===== config.mk =====
export PLATFORM = sky130hd
export DESIGN_NAME = sc_backg_lane_datapath_flat
export DESIGN_NICKNAME = d
export VERILOG_FILES = /design/src/rtl/sc_backg_lane_datapath_if.sv /design/src/rtl/sc_backg_lane_datapath.sv /design/src/flat_wrapper.sv
export SDC_FILE = /design/constraint.sdc
export NUM_CORES = 1
export LEC_CHECK = 0
export CAP_MARGIN = 5
export CELL_PAD_IN_SITES_DETAIL_PLACEMENT = 1
export CELL_PAD_IN_SITES_GLOBAL_PLACEMENT = 2
export CORE_UTILIZATION = 30
export CTS_CLUSTER_DIAMETER = 120
export CTS_CLUSTER_SIZE = 30
export DETAILED_ROUTE_END_ITERATION = 7
export MAX_ROUTING_LAYER = met4
export PLACE_DENSITY_LB_ADDON = 0.1
export RECOVER_POWER = 100
export REMOVE_ABC_BUFFERS = 1
export SETUP_SLACK_MARGIN = 0.3
export SLEW_MARGIN = 10
export SYNTH_ARGS = -nofsm -noshare
export SYNTH_HDL_FRONTEND = slang
export SYNTH_SLANG_ARGS = --single-unit

===== constraint.sdc =====
create_clock -name SC_STATEMACHINEBACKG_CLOCK_50 -period 2 [get_ports SC_STATEMACHINEBACKG_CLOCK_50]
set_input_delay 0.6 -clock SC_STATEMACHINEBACKG_CLOCK_50 [delete_from_list [all_inputs] [get_ports SC_STATEMACHINEBACKG_CLOCK_50]]
set_output_delay 0.6 -clock SC_STATEMACHINEBACKG_CLOCK_50 [all_outputs]
set_load 0.02 [all_outputs]

===== src/rtl/sc_backg_lane_datapath_if.sv =====
// sc_backg_lane_datapath_if: command/status bundle between the background state machine and one lane datapath (SC_BACKG_SHIFTCOUNT_EN adds the rotate counter).
interface sc_backg_lane_datapath_if #(parameter int DATAWIDTH = 8);
  logic                 SC_BACKGLANE_clear_InLow;
  logic                 SC_BACKGLANE_load_InLow;
  logic [1:0]           SC_BACKGLANE_shiftselection_InBus;
  logic                 SC_BACKGLANE_upcount_InLow;
  logic [DATAWIDTH-1:0] SC_BACKGLANE_data_InBus;
  logic [DATAWIDTH-1:0] SC_BACKGLANE_lane_OutBus;
  logic                 SC_BACKGLANE_T0_OutLow;
`ifdef SC_BACKG_SHIFTCOUNT_EN
  logic [3:0]           SC_BACKGLANE_shiftcount_OutBus;
`endif
  modport master (
    output SC_BACKGLANE_clear_InLow, SC_BACKGLANE_load_InLow, SC_BACKGLANE_shiftselection_InBus,
           SC_BACKGLANE_upcount_InLow, SC_BACKGLANE_data_InBus,
    input  SC_BACKGLANE_lane_OutBus, SC_BACKGLANE_T0_OutLow
`ifdef SC_BACKG_SHIFTCOUNT_EN
    , input SC_BACKGLANE_shiftcount_OutBus
`endif
  );
  modport slave (
    input  SC_BACKGLANE_clear_InLow, SC_BACKGLANE_load_InLow, SC_BACKGLANE_shiftselection_InBus,
           SC_BACKGLANE_upcount_InLow, SC_BACKGLANE_data_InBus,
    output SC_BACKGLANE_lane_OutBus, SC_BACKGLANE_T0_OutLow
`ifdef SC_BACKG_SHIFTCOUNT_EN
    , output SC_BACKGLANE_shiftcount_OutBus
`endif
  );
endinterface


===== src/rtl/sc_backg_lane_datapath.sv =====
// sc_backg_lane_datapath: background lane rotate register plus pacing timer with terminal flag T0.
// Optional SC_BACKG_SHIFTCOUNT_EN adds a saturating count of applied rotates.
module sc_backg_lane_datapath #(
  parameter int                   DATAWIDTH    = 8,
  parameter int                   COUNT_WIDTH  = 22,
  parameter int                   TICK_LIMIT   = 2500000,
  parameter logic [DATAWIDTH-1:0] INIT_PATTERN = 8'b11000011
) (
  input logic SC_STATEMACHINEBACKG_CLOCK_50,
  input logic SC_STATEMACHINEBACKG_RESET_InHigh,
  sc_backg_lane_datapath_if.slave lane_if
);
  localparam logic [COUNT_WIDTH-1:0] LAST = COUNT_WIDTH'(TICK_LIMIT - 1);
  logic [DATAWIDTH-1:0]   lane, lane_nxt;
  logic [COUNT_WIDTH-1:0] count, count_nxt;
  logic                   clr, ld, up, rot_l, rot_r;
  always_comb begin
    clr       = !lane_if.SC_BACKGLANE_clear_InLow;
    ld        = !lane_if.SC_BACKGLANE_load_InLow;
    up        = !lane_if.SC_BACKGLANE_upcount_InLow;
    rot_l     = lane_if.SC_BACKGLANE_shiftselection_InBus == 2'b10;
    rot_r     = lane_if.SC_BACKGLANE_shiftselection_InBus == 2'b01;
    lane_nxt  = clr ? INIT_PATTERN :
                ld  ? lane_if.SC_BACKGLANE_data_InBus :
                rot_l ? {lane[DATAWIDTH-2:0], lane[DATAWIDTH-1]} :
                rot_r ? {lane[0], lane[DATAWIDTH-1:1]} : lane;
    count_nxt = clr ? '0 :
                !up ? count :
                count == LAST ? '0 : count + COUNT_WIDTH'(1);
  end
  always_ff @(posedge SC_STATEMACHINEBACKG_CLOCK_50 or posedge SC_STATEMACHINEBACKG_RESET_InHigh)
    if (SC_STATEMACHINEBACKG_RESET_InHigh) begin
      lane  <= '0;
      count <= '0;
    end else begin
      lane  <= lane_nxt;
      count <= count_nxt;
    end
  // T0 decodes the registered count only, so command inputs cannot glitch it
  assign lane_if.SC_BACKGLANE_lane_OutBus = lane;
  assign lane_if.SC_BACKGLANE_T0_OutLow   = count != LAST;
`ifdef SC_BACKG_SHIFTCOUNT_EN
  logic [3:0] shift_count;
  always_ff @(posedge SC_STATEMACHINEBACKG_CLOCK_50 or posedge SC_STATEMACHINEBACKG_RESET_InHigh)
    if (SC_STATEMACHINEBACKG_RESET_InHigh) shift_count <= '0;
    else shift_count <= clr ? 4'd0 :
                        (!ld && (rot_l || rot_r) && shift_count != 4'd15) ? shift_count + 4'd1 : shift_count;
  assign lane_if.SC_BACKGLANE_shiftcount_OutBus = shift_count;
`endif
endmodule


===== src/flat_wrapper.sv =====
// flat-port wrapper written by rule: the top's interface ports become plain ports
module sc_backg_lane_datapath_flat 
#(
  parameter int                   DATAWIDTH    = 8,
  parameter int                   COUNT_WIDTH  = 22,
  parameter int                   TICK_LIMIT   = 2500000,
  parameter logic [DATAWIDTH-1:0] INIT_PATTERN = 8'b11000011
)
  (SC_STATEMACHINEBACKG_CLOCK_50, SC_STATEMACHINEBACKG_RESET_InHigh, lane_if_SC_BACKGLANE_clear_InLow, lane_if_SC_BACKGLANE_load_InLow, lane_if_SC_BACKGLANE_shiftselection_InBus, lane_if_SC_BACKGLANE_upcount_InLow, lane_if_SC_BACKGLANE_data_InBus, lane_if_SC_BACKGLANE_lane_OutBus, lane_if_SC_BACKGLANE_T0_OutLow);
  sc_backg_lane_datapath_if #(.DATAWIDTH(DATAWIDTH)) lane_if_i ();
  input logic SC_STATEMACHINEBACKG_CLOCK_50;
  input logic SC_STATEMACHINEBACKG_RESET_InHigh;
  input wire logic [$bits(lane_if_i.SC_BACKGLANE_clear_InLow)-1:0] lane_if_SC_BACKGLANE_clear_InLow;
  input wire logic [$bits(lane_if_i.SC_BACKGLANE_load_InLow)-1:0] lane_if_SC_BACKGLANE_load_InLow;
  input wire logic [$bits(lane_if_i.SC_BACKGLANE_shiftselection_InBus)-1:0] lane_if_SC_BACKGLANE_shiftselection_InBus;
  input wire logic [$bits(lane_if_i.SC_BACKGLANE_upcount_InLow)-1:0] lane_if_SC_BACKGLANE_upcount_InLow;
  input wire logic [$bits(lane_if_i.SC_BACKGLANE_data_InBus)-1:0] lane_if_SC_BACKGLANE_data_InBus;
  output wire logic [$bits(lane_if_i.SC_BACKGLANE_lane_OutBus)-1:0] lane_if_SC_BACKGLANE_lane_OutBus;
  output wire logic [$bits(lane_if_i.SC_BACKGLANE_T0_OutLow)-1:0] lane_if_SC_BACKGLANE_T0_OutLow;
  assign lane_if_i.SC_BACKGLANE_clear_InLow = lane_if_SC_BACKGLANE_clear_InLow;
  assign lane_if_i.SC_BACKGLANE_load_InLow = lane_if_SC_BACKGLANE_load_InLow;
  assign lane_if_i.SC_BACKGLANE_shiftselection_InBus = lane_if_SC_BACKGLANE_shiftselection_InBus;
  assign lane_if_i.SC_BACKGLANE_upcount_InLow = lane_if_SC_BACKGLANE_upcount_InLow;
  assign lane_if_i.SC_BACKGLANE_data_InBus = lane_if_SC_BACKGLANE_data_InBus;
  assign lane_if_SC_BACKGLANE_lane_OutBus = lane_if_i.SC_BACKGLANE_lane_OutBus;
  assign lane_if_SC_BACKGLANE_T0_OutLow = lane_if_i.SC_BACKGLANE_T0_OutLow;
  sc_backg_lane_datapath #(.DATAWIDTH(DATAWIDTH), .COUNT_WIDTH(COUNT_WIDTH), .TICK_LIMIT(TICK_LIMIT), .INIT_PATTERN(INIT_PATTERN)) u_core (.SC_STATEMACHINEBACKG_CLOCK_50(SC_STATEMACHINEBACKG_CLOCK_50), .SC_STATEMACHINEBACKG_RESET_InHigh(SC_STATEMACHINEBACKG_RESET_InHigh), .lane_if(lane_if_i));
endmodule

Word-level counts from Yosys, hierarchy flattened
Cells that the tools add are included.

word-level totals
  word-level logic and storage cells = 16
  flip-flop bits (word level) = 30
  output and inout port bits = 9
  bits of input ports = 15

operators by class
  mux-type cells = 7
  equal/unequal tests = 6
  add/subtract/negate cells = 1

operators with widths
  operator                                                                  number
  22-bit 2-to-1 mux                                                         3
  8-bit 2-to-1 mux                                                          4
  22-bit by 1-bit adder with 22-bit output (second input constant)          1
  22-bit == test (second input constant)                                    1
  22-bit inequality test (second input constant)                            1
  4-bit by 2-bit inequality test with 1-bit output (second input constant)  1
  2-bit by 1-bit == test with 1-bit output (second input constant)          1
  2-bit == test (second input constant)                                     1
  2-bit inequality test (second input constant)                             1

Logic depth before layout (Yosys ltp)
Gate-level depths: netlist of run 1.

  depth after elaboration = 5
  depth in mapped cells = 7
  depth with buffers taken out = 6

Worst setup path before layout of run 1
Ideal clock, no wire load.

  kind = reg-to-output
  start point = register u_core.count[5]
  end point = output port lane_if_SC_BACKGLANE_T0_OutLow
  stages on the path, launching flop included = 5
  required time = 1,400 ps
  arrival = 1,594 ps
  path slack = -194 ps
  cells stage by stage = dfrtp_1 nor4b_1 nand4_1 or3_1 clkbuf_1

between the ends
  cells in the longest elaborated chain, start to end = 1

ends and longest elaborated chain
  what                    line                          RTL
  from (decl)             sc_backg_lane_datapath.sv:15  logic [COUNT_WIDTH-1:0] count, count_nxt;
  from (signal assigned)  sc_backg_lane_datapath.sv:37  count <= count_nxt;
  22-bit inequality test  sc_backg_lane_datapath.sv:41  assign lane_if.SC_BACKGLANE_T0_OutLow = count != LAST;
  to (decl)               flat_wrapper.sv:19            output wire logic [$bits(lane_if_i.SC_BACKGLANE_T0_OutLow)-1:0] lane_if_SC_BACKGLANE_T0_OutLow;

No other way between the ends.

Worst setup path after layout of run 1
  start point = register u_core.count[19]
  end point = register u_core.count[8]

between the ends
  cells in the longest elaborated chain, start to end = 4

ends and longest elaborated chain
  what               line                          RTL
  22-bit == test     sc_backg_lane_datapath.sv:29  count == LAST ? '0 : count + COUNT_WIDTH'(1);
  22-bit 2-to-1 mux  sc_backg_lane_datapath.sv:29
  22-bit 2-to-1 mux  sc_backg_lane_datapath.sv:28  !up ? count :
  22-bit 2-to-1 mux  sc_backg_lane_datapath.sv:27  count_nxt = clr ? '0 :

No other way between the ends. The select of a mux whose other input is x is not followed.
A chain may end at the register's enable or synchronous reset.

==> summary.md, run 1 <==
| Metric | Value |
|---|---|
| Max stage delay on crit path | 0.46 ns |
| CTS tree | built |
| Worst Tran Pin Value | 0.801 ns |
| CTS H-tree lvls | 2 |
| Netlist cell types | 40 |
| ANT cells | 0 |
| Row cnt | 27 |
| Residual DRC | 0 |
| Port buffer count | 23 |
| Final Cycle Share | 1.23 |
| Pin count of the biggest net entering global routing | 31 |
| Final hold slack | 0.550 ns |
| Fmax | 407 MHz |
| Synthesized area | 1800 um2 |
| Status | complete, but fails checks |
| Cts bufs inserted | 5 |
| HP Class | reg2reg |
| CTS clk-pin slew, worst paths | 0.06 ns |
| CP startpoint kind | flip-flop |
| Yosys Warn Count | 0 |
| Total track usage | 0.209 |
| Layout cells sized above 1 | 0.326 |
| Placer Congestion | 0.843 |
| Final worst setup slack | -0.460 ns |
| Die ar. | 6320 um2 |
| Most frequent CP cell | buf_6 |
| Clk sinks | 30 |
| Data arrival, critical path | 2.62 ns |
| Clock Latency Late Sink | 0.28 ns |
| DP HPWL | 4130 um |
| Drt wl/cell | 17.9 um |
| Antenna violations before repair | 0 |
| Pwr per Cell Area | 468 nW/um2 |
| GRT overflow | 0 |
| Antenna Nets Post-Route | 0 |
| CP max FO | 2 |
| Setup_tns | -5.82 ns |
| Initial core utilization | 0.319 |
| Final Max Slew Viols | 0 |
| Root Buffer | clkbuf_8 |
| Fin area | 2830 um2 |
| Count of final setup violators | 16 |
| Lkg Pwr | 0.00125 uW |
| Clk_skew | 0.00186 ns |
| Top Ports | 24 |
| Syn Inst Count | 199 |
| Period minus WS final | 2.46 ns |
| Crit-path cells | nor4b_4, buf_4, buf_6, buf_6, buf_6, buf_6, buf_6, nand4_1, or4_4, and3_4, o31a_1 |
| Die height | 79.5 um |
| Avg Inst Size Synth | 9.05 um2 |
| Failing checks | setup timing |
| Drt pass-1 iters | 4 |
| DRT Wirelength | 6280 um |
| Unrepaired setup endpoints after global routing | true |
| Routed vias/inst | 5.27 |
| CTS Hold Buffers Added | 0 |
| Slowest CP cell | or4_4 |
| Maximum clock path buffer count | 2 |
| 1st-iter DRT viols | 57 |
| PnR Total Power | 1320 uW |
| MaxCap Viol Count | 0 |
| Largest delay contributor family on the critical path | simple AND/OR/NAND/NOR gates |
| Final Hold Vio Count | 0 |
| Layout overhead on the synthesized area | 57.0% |
| Peak VDD IR | 0.259 mV |
| First-pass GRT wire length | 9740 um |
| Crit path kind | reg2reg |
| Routed vias | 1851 |
| Worst Path Buf+Inv | 6 |
| Dpl cell area | 2380 um2 |
| Post-synthesis register bit count | 30 |
| Critical path required time | 2.16 ns |
| Register area share after synthesis | 0.417 |
| Number of global-route vias before repair | 1890 |
| Slew headroom | 0.466 |
| Post-layout net count | 296 |
| CP Capture Type | flip-flop |
| Core area | 5640 um2 |
| Die width | 79.5 um |
[worst reg2reg max path, stage by stage, from the launching register on]
cell and delay [ns]:
dfrtp_1 0.41, nor4b_4 0.31, buf_4 0.16, buf_6 0.09, buf_6 0.08, buf_6 0.08, buf_6 0.08, buf_6 0.08
nand4_1 0.12, or4_4 0.46, and3_4 0.18, o31a_1 0.28
[per-layer routing]
metal,track usage,vias up,share of wire
li1,-,878,-
met1,0.245,932,0.43
met2,0.357,31,0.53
met3,0.0446,10,0.029
met4,0.0636,0,0.011
met5,-,-,0
[per-stage QoR]
step / setup WS, ns / instances / utilization
floorplan: -0.144 / 190 / -
global placement: -0.545 / 324 / 0.422
detailed placement: -0.561 / 324 / 0.422
CTS: -0.333 / 343 / 0.470
global route: -0.510 / 351 / 0.501
finish: -0.460 / 351 / 0.501
[synthesized netlist by cell type]
master    count  area, um2
nand2_1      32        120
dfrtp_1      30        751
o21ai_0      13       65.1
mux2i_1      12        120
a21oi_1       8       40.0
and2_1        8       50.1
clkbuf_1      8       30.0
nor3_1        8       40.0
inv_1         5       18.8
nand3_1       5       25.0
nand4_1       5       31.3
nor2_1        5       18.8
nor2b_1       5       31.3
or3_1         5       31.3
xnor2_1       5       43.8
nor4b_1       4       35.0
o211ai_1      4       30.0
xor2_1        4       35.0
and3_1        3       18.8
nand2b_1      3       18.8
o32ai_1       3       26.3
a21boi_0      2       15.0
a31oi_1       2       12.5
and4_1        2       17.5
ha_1          2       25.0
o22ai_1       2       12.5
and3_2        1       7.51
and4_4        1       11.3
and4b_1       1       10.0
buf_1         1       3.75
nand3_4       1       17.5
nand4b_1      1       8.76
nor3b_1       1       7.51
nor4_1        1       6.26
o31a_1        1       8.76
o31ai_2       1       12.5
o41ai_2       1       16.3
or3b_1        1       8.76
or4_1         1       7.51
or4_4         1       11.3
[path summary, 6_finish.rpt]
kind / startpoint / to / slack [ns] / cells past startpoint
hold / removal: u_core.count[7] / u_core.count[7] / 0.55 / 1
hold reg to reg: u_core.count[7] / u_core.count[7] / 0.55 / 1
min in group asynchronous: SC_STATEMACHINEBACKG_RESET_InHigh / u_core.lane_if.SC_BACKGLANE_lane_OutBus[7] / 0.99 / 3
setup / recovery: u_core.count[19] / u_core.count[8] / -0.46 / 11
setup reg to reg: u_core.count[19] / u_core.count[8] / -0.46 / 11
max in group asynchronous: SC_STATEMACHINEBACKG_RESET_InHigh / u_core.count[19] / 0.50 / 3
[power breakdown]
| part | internal (uW) | switching (uW) | leakage (uW) |
|---|---|---|---|
| registers | 622 | 16.8 | 0.000399 |
| clock network | 239 | 227 | 0.0000383 |
| logic | 103 | 116 | 0.000811 |
| total | 965 | 359 | 0.00125 |
[timing repair]
action | 4_1_cts | 5_1_grt
buffers inserted | 12 | 8
endpoints found under the setup margin | 35 | 30
pin swaps | 7 | 16
gates resized for setup | 37 | 33
[state kept, by name, indices dropped and copies added (netlist names)]
register                                 count
u_core.lane_if.SC_BACKGLANE_lane_OutBus      8
u_core.count                                22
[layout make-up]
type	instances	area (um2)
Fill cell	652	2820
Multi-Input combinational cell	155	1130
Timing Repair Buffer	82	757
Sequential cell	30	751
Tap cell	72	90.1
Clock buffer	7	76.3
Inverter	5	18.8
[logic make-up after synthesis]
| group | share of synthesized area |
|---|---|
| xor gates and xnor gates | 0.0438 |
| and+or+nand+nor | 0.297 |
| DFF | 0.417 |
| AOI/OAI and AO/OA | 0.133 |
| muxes | 0.0667 |
| adders and majority gates | 0.0139 |
| buffers and inverters | 0.0292 |
[cells in the final DEF, fill, tap and decap left out, types with 2 or more instances in the layout]
master / instances
a21oi_1: 5
a21oi_2: 3
and2_1: 7
and3_1: 2
and4_4: 2
buf_4: 34
buf_6: 22
clkbuf_1: 2
clkbuf_2: 2
clkbuf_8: 5
clkdlybuf4s50_1: 9
dfrtp_1: 30
dlygate4sd2_1: 7
dlygate4sd3_1: 2
dlymetal6s2s_1: 3
inv_1: 4
mux2i_1: 12
nand2_1: 31
nand2b_1: 3
nand3_1: 4
nand4_1: 5
nor2_1: 5
nor2b_1: 5
nor3_1: 7
nor4b_1: 2
o211ai_1: 4
o21ai_0: 11
o21ai_1: 2
or3_1: 4
or4_4: 2
xnor2_1: 5
xor2_1: 4
Note: power is estimated with default switching activity, not from simulation.
==> run 2, diff against run 1 <==
--- a/config.mk
+++ b/config.mk
@@ -5,15 +5,15 @@
 export SDC_FILE = /design/constraint.sdc
 export NUM_CORES = 1
 export LEC_CHECK = 0
-export CAP_MARGIN = 5
-export CELL_PAD_IN_SITES_DETAIL_PLACEMENT = 1
-export CELL_PAD_IN_SITES_GLOBAL_PLACEMENT = 2
-export CORE_UTILIZATION = 30
+export CAP_MARGIN = 25
+export CELL_PAD_IN_SITES_DETAIL_PLACEMENT = 0
+export CELL_PAD_IN_SITES_GLOBAL_PLACEMENT = 1
+export CORE_UTILIZATION = 37
 export CTS_CLUSTER_DIAMETER = 120
 export CTS_CLUSTER_SIZE = 30
 export DETAILED_ROUTE_END_ITERATION = 7
 export MAX_ROUTING_LAYER = met4
-export PLACE_DENSITY_LB_ADDON = 0.1
+export PLACE_DENSITY = 0.77
 export RECOVER_POWER = 100
 export REMOVE_ABC_BUFFERS = 1
 export SETUP_SLACK_MARGIN = 0.3
==> summary.md, run 2 (synthesized netlist as in run 1, its figures left out) <==
| Metric | Value |
|---|---|
| Final Cycle Share | 1.17 (-0.0618) |
| Slew headroom | 0.470 (+0.00416) |
| Fill cells | 397 (-39%) |
| Row cnt | 25 (-7.4%) |
| Final Hold Vio Count | 0 (unchanged) |
| Pre-CTS setup slack | -0.503 ns (+0.0581 ns) |
| Status | complete, but fails checks |
| DRT Wirelength | 5340 um (-15%) |
| Number of global-route vias before repair | 1816 (-3.9%) |
| R2R cell count | 9 (-2) |
| PnR Total Power | 1480 uW (+12%) |
| Fmax | 428 MHz (+5.3%) |
| CP max FO | 2 (unchanged) |
| Layout cells sized above 1 | 0.380 (+0.0538) |
| Layout overhead on the synthesized area | 62.9% |
| Placer Congestion | 0.855 (+1.4%) |
| Final Max Slew Viols | 0 (unchanged) |
| Clock Latency Late Sink | 0.29 ns (about the same) |
| Util after Layout | 0.625 (+0.124) |
| Hold_sp | u_core.count[7] |
| Pin count of the biggest net entering global routing | 31 (unchanged) |
| Crit path kind | reg2out |
| Clk sinks | 30 (unchanged) |
| CTS H-tree lvls | 2 (unchanged) |
| Die height | 71.8 um (-9.7%) |
| Hold Crit Depth | 1 (unchanged) |
| Max reg flops | 22 (unchanged) |
| GRT overflow | 0 (unchanged) |
| Final worst setup slack | -0.336 ns (+0.124 ns) |
| CP startpoint kind | flip-flop |
| Lkg Pwr | 0.00132 uW (+6.1%) |
| CTS tree | built |
| Antenna Nets Post-Route | 0 (unchanged) |
| Sequential Area | 751 um2 (unchanged) |
| Critical path required time | 1.40 ns (-0.76 ns) |
| First-pass GRT wire length | 8670 um (-11%) |
| Pwr per Cell Area | 504 nW/um2 (+7.7%) |
| Commonest non-fill, non-tap cells in the layout | 35 x buf_4, 30 x nand2_1, 30 x dfrtp_1 |
| Maximum clock path buffer count | 2 (unchanged) |
| Cts bufs inserted | 5 (unchanged) |
| MaxCap Viol Count | 0 (unchanged) |
| Die width | 71.8 um (-9.7%) |
| Dpl cell area | 2370 um2 (-0.32%) |
| Failing checks | setup timing |
| Total track usage | 0.226 (+0.0173) |
| Port buffer count | 23 (unchanged) |
| Die ar. | 5150 um2 (-18%) |
| CP Capture Type | primary output |
| HP Class | reg2reg |
| Unrepaired setup endpoints after global routing | true |
| Routed vias | 1823 (-1.5%) |
| Peak VDD IR | 0.254 mV (-1.9%) |
| Period minus WS final | 2.34 ns (-0.124 ns) |
| Count of final setup violators | 4 (-12) |
| Multi-input logic area | 1240 um2 (+9.5%) |
| ANT cells | 0 (unchanged) |
| Post-layout net count | 295 (-0.34%) |
| Reg2reg start | u_core.count[6] |
| Drt pass-1 iters | 5 (+1) |
| FF-to-FF End | u_core.count[8] |
| DP HPWL | 3260 um (-21%) |
| CTS Hold Buffers Added | 0 (unchanged) |
| Antenna violations before repair | 0 (unchanged) |
| Commonest non-fill, non-tap cell in the layout | buf_4 |
| Worst Tran Pin Value | 0.795 ns (-0.00625 ns) |
| Top Ports | 24 (unchanged) |
| Clk_skew | 0.0114 ns (+0.00950 ns) |
| Root Buffer | clkbuf_8 |
| CTS clk-pin slew, worst paths | 0.08 ns (+0.02 ns) |
| Routed vias/inst | 5.47 (+3.8%) |
| Reg2reg setup slack | -0.24 ns (+0.22 ns) |
| Worst Hold Path EP | u_core.count[7] |
| 1st-iter DRT viols | 109 (+91%) |
| Data arrival, critical path | 1.74 ns (-0.88 ns) |
| Fin area | 2930 um2 (+3.8%) |
| Drt wl/cell | 16.0 um (-10%) |
| Biggest register | u_core.count |
| Residual DRC | 0 (unchanged) |
| Initial core utilization | 0.384 (+0.0646) |
| Core area | 4690 um2 (-17%) |
## run 2: changes by cell type in the layout (fill, tap and decap cells not counted), sizes merged, moves of 2 or more
| cell | change |
|---|---|
| clkinv | +3 |
| buf | -2 |
| dlymetal6s2s | -2 |
| clkdlybuf4s50 | +2 |
| dlygate4sd2 | +2 |
## run 2: worst max path at each step
stage | startpoint | to | slack [ns] | cells after the start
5_1_grt | u_core.count[5] | lane_if_SC_BACKGLANE_T0_OutLow | -0.41 | 5
2_1_floorplan | u_core.count[5] | lane_if_SC_BACKGLANE_T0_OutLow | -0.14 | 3
3_3_place_gp | u_core.count[5] | lane_if_SC_BACKGLANE_T0_OutLow | -0.51 | 5
6_report | u_core.count[5] | lane_if_SC_BACKGLANE_T0_OutLow | -0.34 | 5
3_5_place_dp | u_core.count[5] | lane_if_SC_BACKGLANE_T0_OutLow | -0.50 | 5
4_1_cts | u_core.count[20] | lane_if_SC_BACKGLANE_T0_OutLow | -0.31 | 5
## run 2: timing repair
item,CTS,global route
resized for setup,69,28
cloned,0,0
endpoints found under the setup margin,36,27
endpoints found under the hold margin,0,0
pin swaps,28,21
buffers inserted,12,5
## run 2: critical path, cell delays in order (launching register included)
cell and delay (ns):
dfrtp_1 0.40, nor4b_2 0.26, buf_4 0.16, nand4_1 0.12, or3_4 0.37, buf_6 0.14
## run 2: power breakdown
group	total (uW)	internal (uW)	switching [uW]
Combinational	221	105	117
Sequential	637	622	15.2
Clock	621	367	255
## run 2: routing by layer
| layer | GRT usage | vias to the layer above | wire, um |
|---|---|---|---|
| met5 | - | - | 0 |
| met4 | 0.0806 | 0 | 91 |
| met3 | 0.0745 | 11 | 266 |
| met2 | 0.342 | 49 | 2610 |
| met1 | 0.284 | 886 | 2370 |
| li1 | - | 877 | - |
## run 2: final cells by class
| class | instances | area share |
|---|---|---|
| clock inverters | 3 | 0.0137 |
| inverters | 5 | 0.00640 |
| well taps | 54 | 0.0230 |
| multi-input cells | 155 | 0.423 |
| repair buffers | 81 | 0.254 |
| clock buffers | 5 | 0.0235 |
| flip-flops and latches | 30 | 0.256 |
## run 2: through the flow
step                cells  TNS, ns  hold WS [ns]
CTS                   328   -0.630         0.555
finish                333   -0.863         0.564
detailed placement    308    -3.16         0.542
floorplan             190   -0.144         0.477
global route          333    -1.39         0.568
global placement      308    -3.27         0.535
